`src/rtl/uart_pkg.sv`:
```
// Shared UART types and helpers: receive FSM states, data width, baud divider math.
package uart_pkg;

  typedef enum logic [1:0] {IDLE, START, DATA, STOP} rx_state_t;

  localparam int DATA_BITS = 8;

  // sysclk cycles per oversample tick, rounded to nearest
  function automatic int calc_div(input int clk_freq, input int baud, input int oversample);
    int den;
    den = baud * oversample;
    return (clk_freq + den / 2) / den;
  endfunction

endpackage

```
`src/rtl/uart_rx_frame_if.sv`:
```
// Byte handshake between the UART receive front end and its consumer.
interface uart_rx_frame_if;
  import uart_pkg::*;

  logic [DATA_BITS-1:0] rx_data;
  logic                 rx_valid;
  logic                 rx_ready;
  logic                 frame_err;
  logic                 overrun;

  modport master (output rx_data, rx_valid, frame_err, overrun, input rx_ready);
  modport slave  (input rx_data, rx_valid, frame_err, overrun, output rx_ready);

endinterface

```
`src/rtl/uart_baud_tick.sv`:
```
// Free-running oversample divider; one-cycle tick every DIV sysclk, clear realigns phase.
module uart_baud_tick #(
  parameter int DIV = 10
) (
  input  logic clk,
  input  logic rst,
  input  logic clr,
  output logic tick
);

  localparam int            W    = (DIV > 1) ? $clog2(DIV) : 1;
  localparam logic [W-1:0]  LAST = W'(DIV - 1);

  logic [W-1:0] cnt;

  always_ff @(posedge clk or posedge rst) begin
    if (rst)
      cnt <= '0;
    else if (clr || cnt == LAST)
      cnt <= '0;
    else
      cnt <= cnt + 1'b1;
  end

  assign tick = (cnt == LAST) && !clr;

endmodule

```
`src/rtl/uart_rx_frame.sv`:
```
// 8N1 receiver: 16x oversampled start/data/stop sampling, byte held until rx_valid & rx_ready.
// A byte finishing while one is still pending is dropped and flagged via sticky overrun.
module uart_rx_frame import uart_pkg::*; #(
  parameter int CLK_FREQ   = 100_000_000,
  parameter int BAUD       = 9600,
  parameter int OVERSAMPLE = 16
) (
  input  logic               sysclk,
  input  logic               reset,
  input  logic               UART_RX,
  input  logic               recv_enable,
  output logic               busy,
  uart_rx_frame_if.master    rx
);

  localparam int              DIV   = calc_div(CLK_FREQ, BAUD, OVERSAMPLE);
  localparam int              SW    = $clog2(OVERSAMPLE);
  localparam logic [SW-1:0]   MID   = SW'(OVERSAMPLE / 2 - 1);
  localparam logic [SW-1:0]   SLAST = SW'(OVERSAMPLE - 1);
  localparam logic [2:0]      LAST_BIT = 3'(DATA_BITS - 1);

  rx_state_t            state, nstate;
  logic                 rx_s1, rx_s2, rx_d;
  logic                 fall;
  logic                 tick;
  logic                 sample;
  logic                 start_hit;
  logic                 shift_en;
  logic                 frame_good;
  logic                 frame_bad;
  logic [SW-1:0]        scnt;
  logic [2:0]           bit_idx;
  logic [DATA_BITS-1:0] shreg;
  logic                 handshake;

  always_ff @(posedge sysclk or posedge reset) begin
    if (reset) begin
      rx_s1 <= 1'b1;
      rx_s2 <= 1'b1;
      rx_d  <= 1'b1;
    end else begin
      rx_s1 <= UART_RX;
      rx_s2 <= rx_s1;
      rx_d  <= rx_s2;
    end
  end

  assign fall   = rx_d & ~rx_s2;
  assign sample = tick && (scnt == MID);

  uart_baud_tick #(.DIV(DIV)) u_tick (
    .clk  (sysclk),
    .rst  (reset),
    .clr  (start_hit),
    .tick (tick)
  );

  always_ff @(posedge sysclk or posedge reset) begin
    if (reset)
      state <= IDLE;
    else
      state <= nstate;
  end

  always_comb begin
    nstate     = state;
    start_hit  = 1'b0;
    shift_en   = 1'b0;
    frame_good = 1'b0;
    frame_bad  = 1'b0;
    case (state)
      IDLE: begin
        if (recv_enable && fall) begin
          nstate    = START;
          start_hit = 1'b1;
        end
      end
      START: begin
        if (!recv_enable)
          nstate = IDLE;
        else if (sample)
          nstate = rx_s2 ? IDLE : DATA;
      end
      DATA: begin
        if (!recv_enable)
          nstate = IDLE;
        else if (sample) begin
          shift_en = 1'b1;
          if (bit_idx == LAST_BIT)
            nstate = STOP;
        end
      end
      STOP: begin
        if (!recv_enable)
          nstate = IDLE;
        else if (sample) begin
          // Back to IDLE on the midpoint so a start edge right after is not missed
          nstate     = IDLE;
          frame_good = rx_s2;
          frame_bad  = ~rx_s2;
        end
      end
      default: nstate = IDLE;
    endcase
  end

  always_ff @(posedge sysclk or posedge reset) begin
    if (reset) begin
      scnt    <= '0;
      bit_idx <= '0;
      shreg   <= '0;
    end else begin
      if (state == IDLE)
        scnt <= '0;
      else if (tick)
        scnt <= (scnt == SLAST) ? '0 : scnt + 1'b1;

      if (state != DATA)
        bit_idx <= '0;
      else if (shift_en)
        bit_idx <= bit_idx + 1'b1;

      if (shift_en)
        shreg <= {rx_s2, shreg[DATA_BITS-1:1]};
    end
  end

  assign handshake = rx.rx_valid & rx.rx_ready;

  always_ff @(posedge sysclk or posedge reset) begin
    if (reset) begin
      rx.rx_data   <= '0;
      rx.rx_valid  <= 1'b0;
      rx.overrun   <= 1'b0;
      rx.frame_err <= 1'b0;
    end else begin
      rx.frame_err <= frame_bad;
      if (frame_good) begin
        if (!rx.rx_valid || handshake) begin
          rx.rx_data  <= shreg;
          rx.rx_valid <= 1'b1;
          if (handshake)
            rx.overrun <= 1'b0;
        end else begin
          rx.overrun <= 1'b1;
        end
      end else if (handshake) begin
        rx.rx_valid <= 1'b0;
        rx.overrun  <= 1'b0;
      end
    end
  end

  assign busy = (state != IDLE);

endmodule

```
`src/flat_wrapper.sv`:
```
// flat-port wrapper written by rule: the top's interface ports become plain ports
module uart_rx_frame_flat import uart_pkg::*;
#(
  parameter int CLK_FREQ   = 100_000_000,
  parameter int BAUD       = 9600,
  parameter int OVERSAMPLE = 16
)
  (sysclk, reset, UART_RX, recv_enable, busy, rx_rx_data, rx_rx_valid, rx_frame_err, rx_overrun, rx_rx_ready);
  uart_rx_frame_if rx_i ();
  input  logic sysclk;
  input  logic reset;
  input  logic UART_RX;
  input  logic recv_enable;
  output logic busy;
  output wire logic [$bits(rx_i.rx_data)-1:0] rx_rx_data;
  output wire logic [$bits(rx_i.rx_valid)-1:0] rx_rx_valid;
  output wire logic [$bits(rx_i.frame_err)-1:0] rx_frame_err;
  output wire logic [$bits(rx_i.overrun)-1:0] rx_overrun;
  input wire logic [$bits(rx_i.rx_ready)-1:0] rx_rx_ready;
  assign rx_rx_data = rx_i.rx_data;
  assign rx_rx_valid = rx_i.rx_valid;
  assign rx_frame_err = rx_i.frame_err;
  assign rx_overrun = rx_i.overrun;
  assign rx_i.rx_ready = rx_rx_ready;
  uart_rx_frame #(.CLK_FREQ(CLK_FREQ), .BAUD(BAUD), .OVERSAMPLE(OVERSAMPLE)) u_core (.sysclk(sysclk), .reset(reset), .UART_RX(UART_RX), .recv_enable(recv_enable), .busy(busy), .rx(rx_i));
endmodule
```
`config.mk`:
```
export PLATFORM = sky130hd
export DESIGN_NAME = uart_rx_frame_flat
export DESIGN_NICKNAME = d
export VERILOG_FILES = /design/src/rtl/uart_pkg.sv /design/src/rtl/uart_rx_frame_if.sv /design/src/rtl/uart_baud_tick.sv /design/src/rtl/uart_rx_frame.sv /design/src/flat_wrapper.sv
export SDC_FILE = /design/constraint.sdc
export NUM_CORES = 1
export LEC_CHECK = 0
export CAP_MARGIN = 20
export CELL_PAD_IN_SITES_DETAIL_PLACEMENT = 0
export CELL_PAD_IN_SITES_GLOBAL_PLACEMENT = 1
export CORE_MARGIN = 8
export CORE_UTILIZATION = 35
export DETAILED_ROUTE_END_ITERATION = 8
export PLACE_DENSITY_LB_ADDON = 0.1
export SYNTH_ARGS = -nofsm -noshare
export SYNTH_HDL_FRONTEND = slang
export SYNTH_SLANG_ARGS = --single-unit
```
`constraint.sdc`:
```
create_clock -name sysclk -period 3.5 [get_ports sysclk]
set_clock_uncertainty 0.1 [all_clocks]
set_input_delay 0.7 -clock sysclk [delete_from_list [all_inputs] [get_ports sysclk]]
set_output_delay 0.7 -clock sysclk [all_outputs]
set_load 0.01 [all_outputs]
```
Word level (Yosys, flattened, before mapping)
Index checks and enable logic that the tools add are counted.

cells by class
  mux-type cells = 33
  add/subtract/negate cells = 3
  reduce and logical (&&, ||, !) cells = 15
  bitwise logic cells = 3
  equality and inequality tests = 14

operator list
  operator               number
  $mux 2                 9
  $mux 1                 17
  $mux 4                 3
  $ne 3x2->1 const B     4
  $add 10x1->10 const B  1
  $eq 10x10->1 const B   1
  $mux 10                1
  $pmux 2 s4             1
  $reduce_bool 2->1      4
  $mux 3                 2
  $reduce_and 5->1       1
  $add 4x1->4 const B    1
  $eq 2x2->1 const B     2
  $eq 4x3->1 const B     1
  $eq 4x4->1 const B     1
  $ne 2x2->1 const B     2
  $reduce_and 2->1       2
  $add 3x1->3 const B    1
  $eq 3x3->1 const B     1
  $logic_and 1x1->1      3
  $and 1x1->1            2
  $eq 2x1->1 const B     1
  $logic_not 1->1        2
  $logic_not 2->1        1
  other kinds (3)        4

word-level totals
  logic and storage cells = 80
  bits in registers = 41
  output and inout port bits = 12
  input bits = 5

Depth between registers and ports, before layout
  depth after elaboration = 13
  mapped depth = 7
  depth with buffers taken out = 6

By module
A second synthesis with hierarchy kept.

unflattened totals
  cell total of the unflattened synthesis = 156
  area, all modules = 1890.6 um^2

modules (own cells, without submodules)
  module          cells an instance  sequential area each (um^2)  instances  area an instance (um^2)
  uart_rx_frame   103                779.5                        1          1367.6
  uart_baud_tick  53                 250.2                        1          523.0

Worst setup path after synthesis
OpenSTA, ideal clock, no wires.

  kind = input port to flip-flop
  start point = input port recv_enable
  end point = register u_core.rx.rx_data[0]
  stages on the path = 4
  required time = 3.275 ns
  arrival time = 1.684 ns
  buffers on the path = 0
  slack = 1.591 ns
  library setup time = 0.125 ns
  cell sequence = and4b_1 -> nand4_1 -> nor2_4 -> mux2_2

between the ends
  word-level cells in the longest chain between the ends = 10

ends and longest elaborated chain
  element                       RTL line                text
  from (decl)                   flat_wrapper.sv:13      input logic recv_enable;
  $logic_and 1x1->1             uart_rx_frame.sv:73     if (recv_enable && fall) begin
  $mux 1                        uart_rx_frame.sv:73
  $mux 1                        uart_rx_frame.sv:71     case (state)
  $logic_not 1->1               uart_baud_tick.sv:25    assign tick = (cnt == LAST) && !clr;
  $logic_and 1x1->1             uart_baud_tick.sv:25
  $logic_and 1x1->1             uart_rx_frame.sv:49     assign sample = tick && (scnt == MID);
  $mux 1                        uart_rx_frame.sv:96     else if (sample) begin
  $mux 1 *                      uart_rx_frame.sv:94     if (!recv_enable)
  $mux 1 *                      uart_rx_frame.sv:71
  $reduce_and 2->1 (no line) *  -
  to (signal assigned)          uart_rx_frame.sv:140    rx.rx_data <= shreg;
  to (decl)                     uart_rx_frame_if.sv:11  modport master (output rx_data, rx_valid, frame_err, overrun, input rx_ready);

Every way passes the cells marked *; elsewhere a longest branch is shown, timed or not.
A chain may end at the register's enable or synchronous reset.

Final worst setup path
  start point = register u_core.state[1]
  end point = output port busy

between the ends
  word-level cells in the longest chain between the ends = 1

ends and longest elaborated chain
  element                 RTL line              text
  from (decl)             uart_rx_frame.sv:22   rx_state_t state, nstate;
  from (signal assigned)  uart_rx_frame.sv:62   state <= nstate;
  $reduce_bool 2->1       uart_rx_frame.sv:154  assign busy = (state != IDLE);
  to (decl)               flat_wrapper.sv:14    output logic busy;

Every way passes these cells.

==> metrics <==
outcome complete, no violations; Tmin final 2.52 ns; slew margin rel. 50.3%; Clock Path Buffers 2; PD cells 464 nW/um^2; CTS tree done; Synth Register Bits 41; clock latency on the worst-skew pair 0.29 ns; Max Freq 397 MHz; CP max FO 10; via count 1,259; vias in the first global route 1,306; Mapped Area 1870 sq um; Worst Hold Launch u_core.rx_s1; Area growth, synth to finish 19.4%; depth of the CTS H-tree 2; Die ar. 7930 sq um; Final Hold Vio Count 0; met2 usage 17.1%; Synth Net Count 167; DR pass1 iterations 4; Post-CTS Setup Inserts 0; kind of critical path flip-flop to output pin; Area contributors post-synth dfrtp_1 (51%), mux2_2 (9.7%), dfstp_2 (4.2%); CP endpoint kind output pin; Worst-path clk slew 0.08 ns; Data arrival, critical path 1.72 ns; top cell type by total area after synthesis dfrtp_1; Total Wirelength 3510 um; num rows 26; internal power consumption 781 uW; PostCTS Resize Cnt 0; yosys synthesis warning count 0; ys async rst share 100%; clock net sink count 41; Post-synth top cells dfrtp_1 (38), mux2_2 (16), nor2_1 (13); Pwr Total 1.03 mW; crit path from u_core.state[1]; RR Endpoint u_core.shreg[5]; Logic pwr share 9.8%; Final HPWL DP 2620 um; worst hold-check path type flip-flop to flip-flop; hold_ws 0.259 ns; sequential share of the synthesized area 55.2%; worst path bufs/invs 2; GRT Total Usage 9.99%; Slew @ Worst Pin 0.736 ns; NetSw 253 uW; final period utilization 72.0%; final setup fails 0; met3 Use GR 3.22%; global placer's final weighted congestion 0.730; Die Wd 89.0 um; Critical Path Source Type flip-flop; FF-to-FF Start u_core.u_tick.cnt[0]; clock network fraction of total power 37.6%; Max stage delay on crit path 0.50 ns; crit-path cells nor2_1 > inv_1 > clkdlybuf4s50_1; Synth Area per Inst 11.9 sq um; fill cell count 514; Critical Path RT 2.70 ns; die height 89.0 um; Num CTS Buffers 5; most used routing layer met2; Antenna Nets Post-Route 0; Seq pwr share 52.5%; GRT overflow 0; Switching Fraction 24.5%; top cell family by delay on the critical path buffers and inverters; Netlist cell types 35; R2R Setup Slk 1.48 ns; most frequent cell after synthesis dfrtp_1; Min-Delay Path Depth 0; setup TNS 0 ns; Top FF cell, synth dfrtp_1; initial antenna violation count 0; IO buf count 16; area share of the largest cell type after synthesis 50.9%; leakage 1.02 nW; Post-synth EDFFs 0; largest net degree at the start of global routing 26; max-slew violation count 0; Max-Cap Viols 0; worst r2r path cells 6; GR Util met1 11.4%; WL/cell 14.1 um; Syn Inst Count 157; layout cells sized above 1 18.9%; initial DRC count 18; n_diodes 0; Root Buffer Master clkbuf_8; Top Ports 17; Slowest cell on crit path dfrtp_1; hold buffers post-CTS 0; # DRC 0; first-pass GRT wire length 6090 um; worst vdd ir 0.285 mV; Core Region 5140 sq um; vias per cell 5.04; Nets 189; hold endpoint u_core.rx_s2; RSZ-0062 raised after global routing no; Initial Util 36.3%
==> metal layers <==
layer | part of all wire, % | vias to the layer above
li1 | - | 600
met1 | 44 | 628
met2 | 51 | 27
met3 | 3.9 | 4
met4 | 0.97 | 0
met5 | 0 | -
==> worst max path at each step <==
stage	to	slack, ns	depth (start not counted)
after detailed placement	u_core.rx.rx_data[7]	0.89	5
final	busy	0.98	3
after CTS	busy	0.93	3
after global routing	busy	0.88	3
after floorplan	u_core.rx.rx_data[0]	1.59	4
after global placement	u_core.rx.rx_data[4]	0.90	5
==> sequential cells by signal, summed over array words and instances (netlist names), 2 cells and up <==
name / count
u_core.scnt: 4
u_core.shreg: 8
u_core.bit_idx: 3
u_core.state: 2
u_core.rx.rx_data: 8
u_core.u_tick.cnt: 10
==> metrics by stage <==
stage	instance area, sq um	setup slack (ns)	utilization [%]	std cells
floorplan	1870	1.59	-	157
finish	2230	0.980	43.4	250
CTS	2230	0.932	43.4	250
global placement	2110	0.902	41.0	242
global route	2230	0.880	43.4	250
detailed placement	2110	0.885	41.0	242
==> layout make-up <==
cell class                 count  area, sq um  area share (%)
clock buffer                   6         82.6            3.70
clock inverter                 2         37.5            1.68
inverter                       3         11.3           0.505
multi-input combinational    111          813            36.5
sequential                    41         1030            46.2
tap                           70         87.6            3.93
timing repair buffer          17          168            7.52
==> kinds of logic after synthesis <==
group / Yosys count / synth area share [%]
and+or+nand+nor: 64 / 21.2
DFF: 41 / 55.2
AOI/OAI and AO/OA: 17 / 5.09
muxes: 16 / 9.65
xor gates and xnor gates: 9 / 4.22
buffers and inverters: 5 / 1.27
adders and majority gates: 5 / 3.35
==> cells in the final DEF, fill, tap and decap left out <==
cell / instances
clkinvlp_4: 1
inv_1: 3
nand4_1: 7
clkbuf_8: 6
xnor2_1: 4
nor3_1: 2
and4b_1: 1
nand2_1: 12
ha_1: 5
nand3b_1: 1
nand4b_4: 1
or3_1: 2
or4_1: 1
buf_4: 1
and3_2: 1
a21boi_1: 1
and4bb_4: 1
nand3_4: 1
nor3b_1: 1
bufinv_16: 1
xor2_1: 5
nor2_1: 13
and4_1: 2
a311o_1: 1
dfstp_2: 3
nand3_1: 7
nand2b_1: 2
mux2_2: 16
and2_1: 3
dfrtp_1: 38
a21oi_1: 7
and3b_1: 2
o21ai_0: 7
nor4b_1: 1
a21boi_0: 1
nor2_4: 2
clkdlybuf4s50_1: 16
nor2b_1: 1
==> power groups by stage <==
stage	clock network, mW	logic (mW)	registers (mW)
final	0.389	0.102	0.544
after global routing	0.428	0.118	0.548
after CTS	0.409	0.104	0.544
after detailed placement	0	0.104	0.552
after global placement	0	0.102	0.551
after floorplan	0	0.0825	0.544
Power figures use the tool's default switching activity.
